[src/rtl/dfe_pkg.sv]
// dfe_pkg: shared definitions for the DFE configuration sequencer.
//   - dfe_state_e    : sequencer state encoding
//   - DEC_W / CNT_W  : decimation-factor and event-counter widths
//   - DEC_*          : legal CIC decimation factors
//   - is_legal_factor: returns 1 for a supported CIC decimation factor
package dfe_pkg;

  localparam int unsigned DEC_W = 5;
  localparam int unsigned CNT_W = 8;

  typedef enum logic [1:0] {
    ST_FLUSH    = 2'd0,
    ST_SETTLE   = 2'd1,
    ST_RUN      = 2'd2,
    ST_WAIT_BND = 2'd3
  } dfe_state_e;

  localparam logic [DEC_W-1:0] DEC_1  = 5'd1;
  localparam logic [DEC_W-1:0] DEC_2  = 5'd2;
  localparam logic [DEC_W-1:0] DEC_4  = 5'd4;
  localparam logic [DEC_W-1:0] DEC_8  = 5'd8;
  localparam logic [DEC_W-1:0] DEC_16 = 5'd16;

  function automatic logic is_legal_factor(input logic [DEC_W-1:0] f);
    return (f == DEC_1) || (f == DEC_2) || (f == DEC_4) ||
           (f == DEC_8) || (f == DEC_16);
  endfunction

endpackage

[src/rtl/dfe_evt_counter.sv]
// dfe_evt_counter: saturating down-counter with synchronous load.
// Ports:
//   clk        in   clock
//   rst_n      in   asynchronous active-low reset (count <= RST_VAL)
//   load_i     in   load load_val_i (has priority over decrement)
//   load_val_i in   value to load
//   dec_i      in   decrement enable; holds at zero instead of wrapping
//   count_o    out  current count
module dfe_evt_counter #(
  parameter int unsigned           WIDTH   = 8,
  parameter logic [WIDTH-1:0]      RST_VAL = '0
) (
  input  logic             clk,
  input  logic             rst_n,
  input  logic             load_i,
  input  logic [WIDTH-1:0] load_val_i,
  input  logic             dec_i,
  output logic [WIDTH-1:0] count_o
);

  logic [WIDTH-1:0] cnt_q;
  logic [WIDTH-1:0] cnt_d;

  always_comb begin
    cnt_d = cnt_q;
    if (load_i) begin
      cnt_d = load_val_i;
    end else if (dec_i && (cnt_q != '0)) begin
      cnt_d = cnt_q - 1'b1;
    end
  end

  always_ff @(posedge clk or negedge rst_n) begin
    if (!rst_n) begin
      cnt_q <= RST_VAL;
    end else begin
      cnt_q <= cnt_d;
    end
  end

  assign count_o = cnt_q;

endmodule

[src/rtl/dfe_cfg_ctrl.sv]
// dfe_cfg_ctrl: configuration sequencer for the DFE receive chain.
// Accepts CIC decimation-factor / filter-enable requests, rejects illegal
// factors, applies legal changes at a CIC output boundary, then flushes the
// datapath and masks output strobes until the pipeline has refilled.
// Ports:
//   CLK                   in   chain clock
//   RST                   in   asynchronous active-low reset
//   cfg_valid             in   request valid
//   cfg_ready             out  request can be accepted (RUN only)
//   cfg_dec_factor        in   requested CIC factor
//   cfg_filter_enable     in   requested filter enable
//   cic_out_strobe        in   one-clock pulse per CIC output sample
//   CIC_Decimation_Factor out  applied factor
//   filter_enable         out  applied enable
//   datapath_clr          out  synchronous clear to FD/notch/CIC
//   out_valid             out  qualified output strobe
//   busy                  out  reconfiguration in progress
//   cfg_done              out  one-clock pulse on request completion
//   cfg_error             out  one-clock pulse on request rejection
module dfe_cfg_ctrl
  import dfe_pkg::*;
#(
  parameter int unsigned DEFAULT_DEC    = 8,
  parameter int unsigned FLUSH_CYCLES   = 4,
  parameter int unsigned SETTLE_SAMPLES = 2,
  parameter int unsigned WAIT_TIMEOUT   = 255
) (
  input  logic             CLK,
  input  logic             RST,
  input  logic             cfg_valid,
  output logic             cfg_ready,
  input  logic [DEC_W-1:0] cfg_dec_factor,
  input  logic             cfg_filter_enable,
  input  logic             cic_out_strobe,
  output logic [DEC_W-1:0] CIC_Decimation_Factor,
  output logic             filter_enable,
  output logic             datapath_clr,
  output logic             out_valid,
  output logic             busy,
  output logic             cfg_done,
  output logic             cfg_error
);

  localparam logic [DEC_W-1:0] DEF_DEC   = DEC_W'(DEFAULT_DEC);
  localparam logic [CNT_W-1:0] FLUSH_LD  = CNT_W'(FLUSH_CYCLES);
  localparam logic [CNT_W-1:0] SETTLE_LD = CNT_W'(SETTLE_SAMPLES);
  localparam logic [CNT_W-1:0] TMO_LD    = CNT_W'(WAIT_TIMEOUT);

  dfe_state_e       state_q, state_d;
  logic [DEC_W-1:0] fac_q, fac_d;
  logic             en_q, en_d;
  logic [DEC_W-1:0] pend_fac_q, pend_fac_d;
  logic             pend_en_q, pend_en_d;
  logic             boot_q, boot_d;
  logic             done_q, done_d;
  logic             err_q, err_d;
  logic             clr_q;
  logic             busy_q;

  logic             flush_ld, flush_dec;
  logic             settle_ld, settle_dec;
  logic             tmo_ld, tmo_dec;
  logic [CNT_W-1:0] flush_cnt, settle_cnt, tmo_cnt;

  // Flush counter comes out of reset preloaded so the boot flush needs no
  // separate load path.
  dfe_evt_counter #(.WIDTH(CNT_W), .RST_VAL(FLUSH_LD)) u_flush_cnt (
    .clk        (CLK),
    .rst_n      (RST),
    .load_i     (flush_ld),
    .load_val_i (FLUSH_LD),
    .dec_i      (flush_dec),
    .count_o    (flush_cnt)
  );

  dfe_evt_counter #(.WIDTH(CNT_W), .RST_VAL(SETTLE_LD)) u_settle_cnt (
    .clk        (CLK),
    .rst_n      (RST),
    .load_i     (settle_ld),
    .load_val_i (SETTLE_LD),
    .dec_i      (settle_dec),
    .count_o    (settle_cnt)
  );

  dfe_evt_counter #(.WIDTH(CNT_W), .RST_VAL(TMO_LD)) u_tmo_cnt (
    .clk        (CLK),
    .rst_n      (RST),
    .load_i     (tmo_ld),
    .load_val_i (TMO_LD),
    .dec_i      (tmo_dec),
    .count_o    (tmo_cnt)
  );

  always_comb begin
    state_d    = state_q;
    fac_d      = fac_q;
    en_d       = en_q;
    pend_fac_d = pend_fac_q;
    pend_en_d  = pend_en_q;
    boot_d     = boot_q;
    done_d     = 1'b0;
    err_d      = 1'b0;
    flush_ld   = 1'b0;
    flush_dec  = 1'b0;
    settle_ld  = 1'b0;
    settle_dec = 1'b0;
    tmo_ld     = 1'b0;
    tmo_dec    = 1'b0;

    unique case (state_q)
      ST_RUN: begin
        if (cfg_valid) begin
          if (!is_legal_factor(cfg_dec_factor)) begin
            err_d = 1'b1;
          end else if ((cfg_dec_factor == fac_q) && (cfg_filter_enable == en_q)) begin
            done_d = 1'b1;
          end else begin
            pend_fac_d = cfg_dec_factor;
            pend_en_d  = cfg_filter_enable;
            tmo_ld     = 1'b1;
            state_d    = ST_WAIT_BND;
          end
        end
      end

      ST_WAIT_BND: begin
        tmo_dec = 1'b1;
        // Timeout counter is loaded with WAIT_TIMEOUT; seeing 1 here means
        // this is the WAIT_TIMEOUT-th clock spent waiting.
        if (!en_q || cic_out_strobe || (tmo_cnt <= CNT_W'(1))) begin
          fac_d    = pend_fac_q;
          en_d     = pend_en_q;
          flush_ld = 1'b1;
          state_d  = ST_FLUSH;
        end
      end

      ST_FLUSH: begin
        flush_dec = 1'b1;
        if (flush_cnt <= CNT_W'(1)) begin
          if (!en_q) begin
            state_d = ST_RUN;
            done_d  = !boot_q;
            boot_d  = 1'b0;
          end else begin
            settle_ld = 1'b1;
            state_d   = ST_SETTLE;
          end
        end
      end

      ST_SETTLE: begin
        settle_dec = cic_out_strobe;
        if ((settle_cnt == '0) || (cic_out_strobe && (settle_cnt == CNT_W'(1)))) begin
          state_d = ST_RUN;
          done_d  = !boot_q;
          boot_d  = 1'b0;
        end
      end

      default: begin
        state_d = ST_FLUSH;
      end
    endcase
  end

  always_ff @(posedge CLK or negedge RST) begin
    if (!RST) begin
      state_q    <= ST_FLUSH;
      fac_q      <= DEF_DEC;
      en_q       <= 1'b1;
      pend_fac_q <= DEF_DEC;
      pend_en_q  <= 1'b1;
      boot_q     <= 1'b1;
      done_q     <= 1'b0;
      err_q      <= 1'b0;
      clr_q      <= 1'b1;
      busy_q     <= 1'b1;
    end else begin
      state_q    <= state_d;
      fac_q      <= fac_d;
      en_q       <= en_d;
      pend_fac_q <= pend_fac_d;
      pend_en_q  <= pend_en_d;
      boot_q     <= boot_d;
      done_q     <= done_d;
      err_q      <= err_d;
      // Registered from next state so they track the state register exactly.
      clr_q      <= (state_d == ST_FLUSH);
      busy_q     <= (state_d != ST_RUN);
    end
  end

  assign CIC_Decimation_Factor = fac_q;
  assign filter_enable         = en_q;
  assign datapath_clr          = clr_q;
  assign busy                  = busy_q;
  assign cfg_done              = done_q;
  assign cfg_error             = err_q;
  assign cfg_ready             = (state_q == ST_RUN);
  assign out_valid             = cic_out_strobe & en_q &
                                 ((state_q == ST_RUN) | (state_q == ST_WAIT_BND));

endmodule
[config.mk]
export PLATFORM = sky130hd
export DESIGN_NAME = dfe_cfg_ctrl
export DESIGN_NICKNAME = d
export VERILOG_FILES = /design/src/rtl/dfe_pkg.sv /design/src/rtl/dfe_evt_counter.sv /design/src/rtl/dfe_cfg_ctrl.sv
export SDC_FILE = /design/constraint.sdc
export NUM_CORES = 1
export LEC_CHECK = 0
export BUFFER_PORTS_ARGS = -buffer_cell sky130_fd_sc_hd__clkbuf_2
export CAP_MARGIN = 5
export CORE_ASPECT_RATIO = 1.5
export CORE_UTILIZATION = 40
export DETAILED_ROUTE_END_ITERATION = 16
export HOLD_SLACK_MARGIN = 0.1
export PLACE_DENSITY = 0.65
export SLEW_MARGIN = 10
export SYNTH_ARGS = -nofsm -noshare
export SYNTH_HDL_FRONTEND = slang
export SYNTH_HIERARCHICAL = 1
export SYNTH_SLANG_ARGS = --single-unit
[constraint.sdc]
create_clock -name CLK -period 5 [get_ports CLK]
set_clock_uncertainty 0.1 [all_clocks]
set_input_delay 0 -clock CLK [delete_from_list [all_inputs] [get_ports CLK]]
set_output_delay 0 -clock CLK [all_outputs]
set_load 0.05 [all_outputs]
==> results.ini <==
[status]
status=finished clean

[timing]
tightest_slew_ps=756
drv_slew=0
fin_crit_ps=2500
hold_ws_ps=113
setup-violations-final=0
tns_ps=0
post-route-period-util_pct=49.9
slew_headroom_pct=49.2
fmax_mhz=401
finalHoldViolCount=0
post-route-worst-setup-slack_ps=2500
grt_setup_unrepaired=no

[clock_network]
holdBufCountCts=9
post_cts_resized=0
cts.htree.levels=2
postCtsSetupBuffers=0
cts_buffers=5
ctsRootBufferMaster=clkbuf_8
clk_latency_ps=300
cts_tree=yes
ctsLongestPathBuffers=2
clk_pin_slew_ps=90
cts.sinks=43

[die]
dieWidth_um=68.4
chipHeight_um=102
die-area_um2=6960
ios=22
rows=36
initial_core_util_pct=41.1
core_um2=6440

[hold_path]
hold_class=primary input to register
holdCritStartpoint=cic_out_strobe

[synth]
synth_seq_area_share_pct=41.4
syn-instance-count=267
synth_edf_count=0
yosysWarnings=6
ys_seq_elements=43
synth_area_per_cell_um2=9.92
synth_area_um2=2650
async_flop_share_pct=100
ys_types=48
synth_ff_type=dfrtp_1

[power]
p_int_mw=0.920
p_seq_share_pct=44.9
p_sw_share_pct=43.0
p_clk_share_pct=14.1
vdd_drop_max_v=0.000296
p_switching_mw=0.694
power_mw=1.61
p_comb_share_pct=41.0
leakage_nw=1.26
powerDensity_nw_per_um2=523

[global_routing]
antenna_found_initial=0
grt.total_usage_pct=18.5
grt_pass1_wl_um=9720
gr-total-overflow=0
grt_start_max_net_pins=44
grt_pass1_vias=2092

[finish]
area_growth_pct=16.6
seq_area_um2=1100
instances_no_fill=397
layout_common_cells=26 x dfrtp_1, 25 x nand2_1, 24 x conb_1
drive_gt1_share_pct=24.0
layout_commonest_cell=dfrtp_1
fin_area_um2=3090
fin_nets=336
n_antenna_cell=0
final_util_pct=47.9
multi_input_area_um2=1540
fill_cells=603

[flow_run]
max_cap_violations=0

[route]
wl_per_cell_um=14.4
first_pass_iters=4
vias_per_cell=5.49
routed_wl_um=5730
drt_iter0_drc=81
num_vias=2180
postRouteAntennaNets=0
drc=0

[place]
portBuffers=21
hpwl_um=4180
dp_slack_ps=2500
postPlaceCellArea_um2=2910
place.gp.congestion=0.836
dp_cells=380

[setup_path]
cp_max_fo=11
r2r-start=CIC_Decimation_Factor[3]
crit_type=register to register
critPathArrivalTime_ps=2620
worstPathRequired_ps=5120
startpoint=CIC_Decimation_Factor[3]
startpoint_type=register
endpoint_kind=register

## cell type report
type	instances	area share, %
Clock buffer	5	2.23
Clock inverter	3	0.648
Inverter	14	1.70
Multi-Input combinational cell	224	50.0
Sequential cell	43	35.5
Tap cell	76	3.08
Timing Repair Buffer	32	6.81
## path summary, 6_finish.rpt
kind	end	slack [ps]	cells past startpoint
max	u_tmo_cnt/count_o[0]	2500	8
min	u_settle_cnt/count_o[0]	110	4
max reg2reg	u_tmo_cnt/count_o[0]	2500	8
min reg2reg	boot_q	410	1
max in group asynchronous	CIC_Decimation_Factor[3]	4210	3
min in group asynchronous	u_settle_cnt/count_o[5]	200	3
## cells in the mapped netlist (5+ instances only)
master / instances / share of area (%)
nand4b_1: 7 / 2.3
o211ai_1: 9 / 2.6
mux2_4: 6 / 3.4
nor4_1: 7 / 1.7
dfstp_2: 17 / 17
ha_1: 6 / 2.8
nor3_1: 9 / 1.7
inv_1: 13 / 1.8
nand2_1: 25 / 3.5
dfrtp_1: 26 / 25
nor2_1: 19 / 2.7
or3b_2: 6 / 2.0
nor3b_1: 9 / 2.6
nand2b_1: 5 / 1.2
mux2_2: 6 / 2.6
a31oi_1: 12 / 2.8
a2111o_1: 6 / 2.6
clkbuf_1: 7 / 0.99
o311ai_0: 6 / 2.0
## routing by layer
layer  up-vias  global-route usage, %  wire length [um]
met1      1032                   22.9              2530
met5         -                      0                 0
li1       1100                      -                 -
met3        15                   3.04               113
met2        33                   30.8              2940
met4         0                   8.33               149
## power groups by stage
| stage | registers (mW) | clock network [mW] | logic, mW |
|---|---|---|---|
| finish | 0.724 | 0.228 | 0.662 |
| detailed placement | 0.730 | 0 | 0.656 |
| global placement | 0.728 | 0 | 0.645 |
| global route | 0.754 | 0.246 | 0.735 |
| CTS | 0.724 | 0.236 | 0.665 |
| floorplan | 0.774 | 0 | 0.433 |
## worst max-delay path, cell delays in order, from the launching register on
cell	delay (ps)
dfstp_2	560
xor2_1	70
nor4_1	370
nand3_1	150
nand2b_1	430
inv_2	180
inv_1	290
o2111ai_1	160
o211ai_1	120
## flip-flops by register name (all words and copies together), names as in the netlist, 2 cells and up
register               cells
u_flush_cnt/count_o        8
u_settle_cnt/count_o       8
u_tmo_cnt/count_o          8
CIC_Decimation_Factor      5
pend_fac_q                 5
state_q                    2
## logic make-up after synthesis
family	after synthesis	synth area share [%]
AOI/OAI and AO/OA	64	19.1
xor gates and xnor gates	7	2.31
adders and majority gates	6	2.83
buffers and inverters	22	3.40
DFF	43	41.4
muxes	12	5.95
other	2	0.284
and+or+nand+nor	111	24.7
Note: power is estimated with default switching activity, not from simulation.
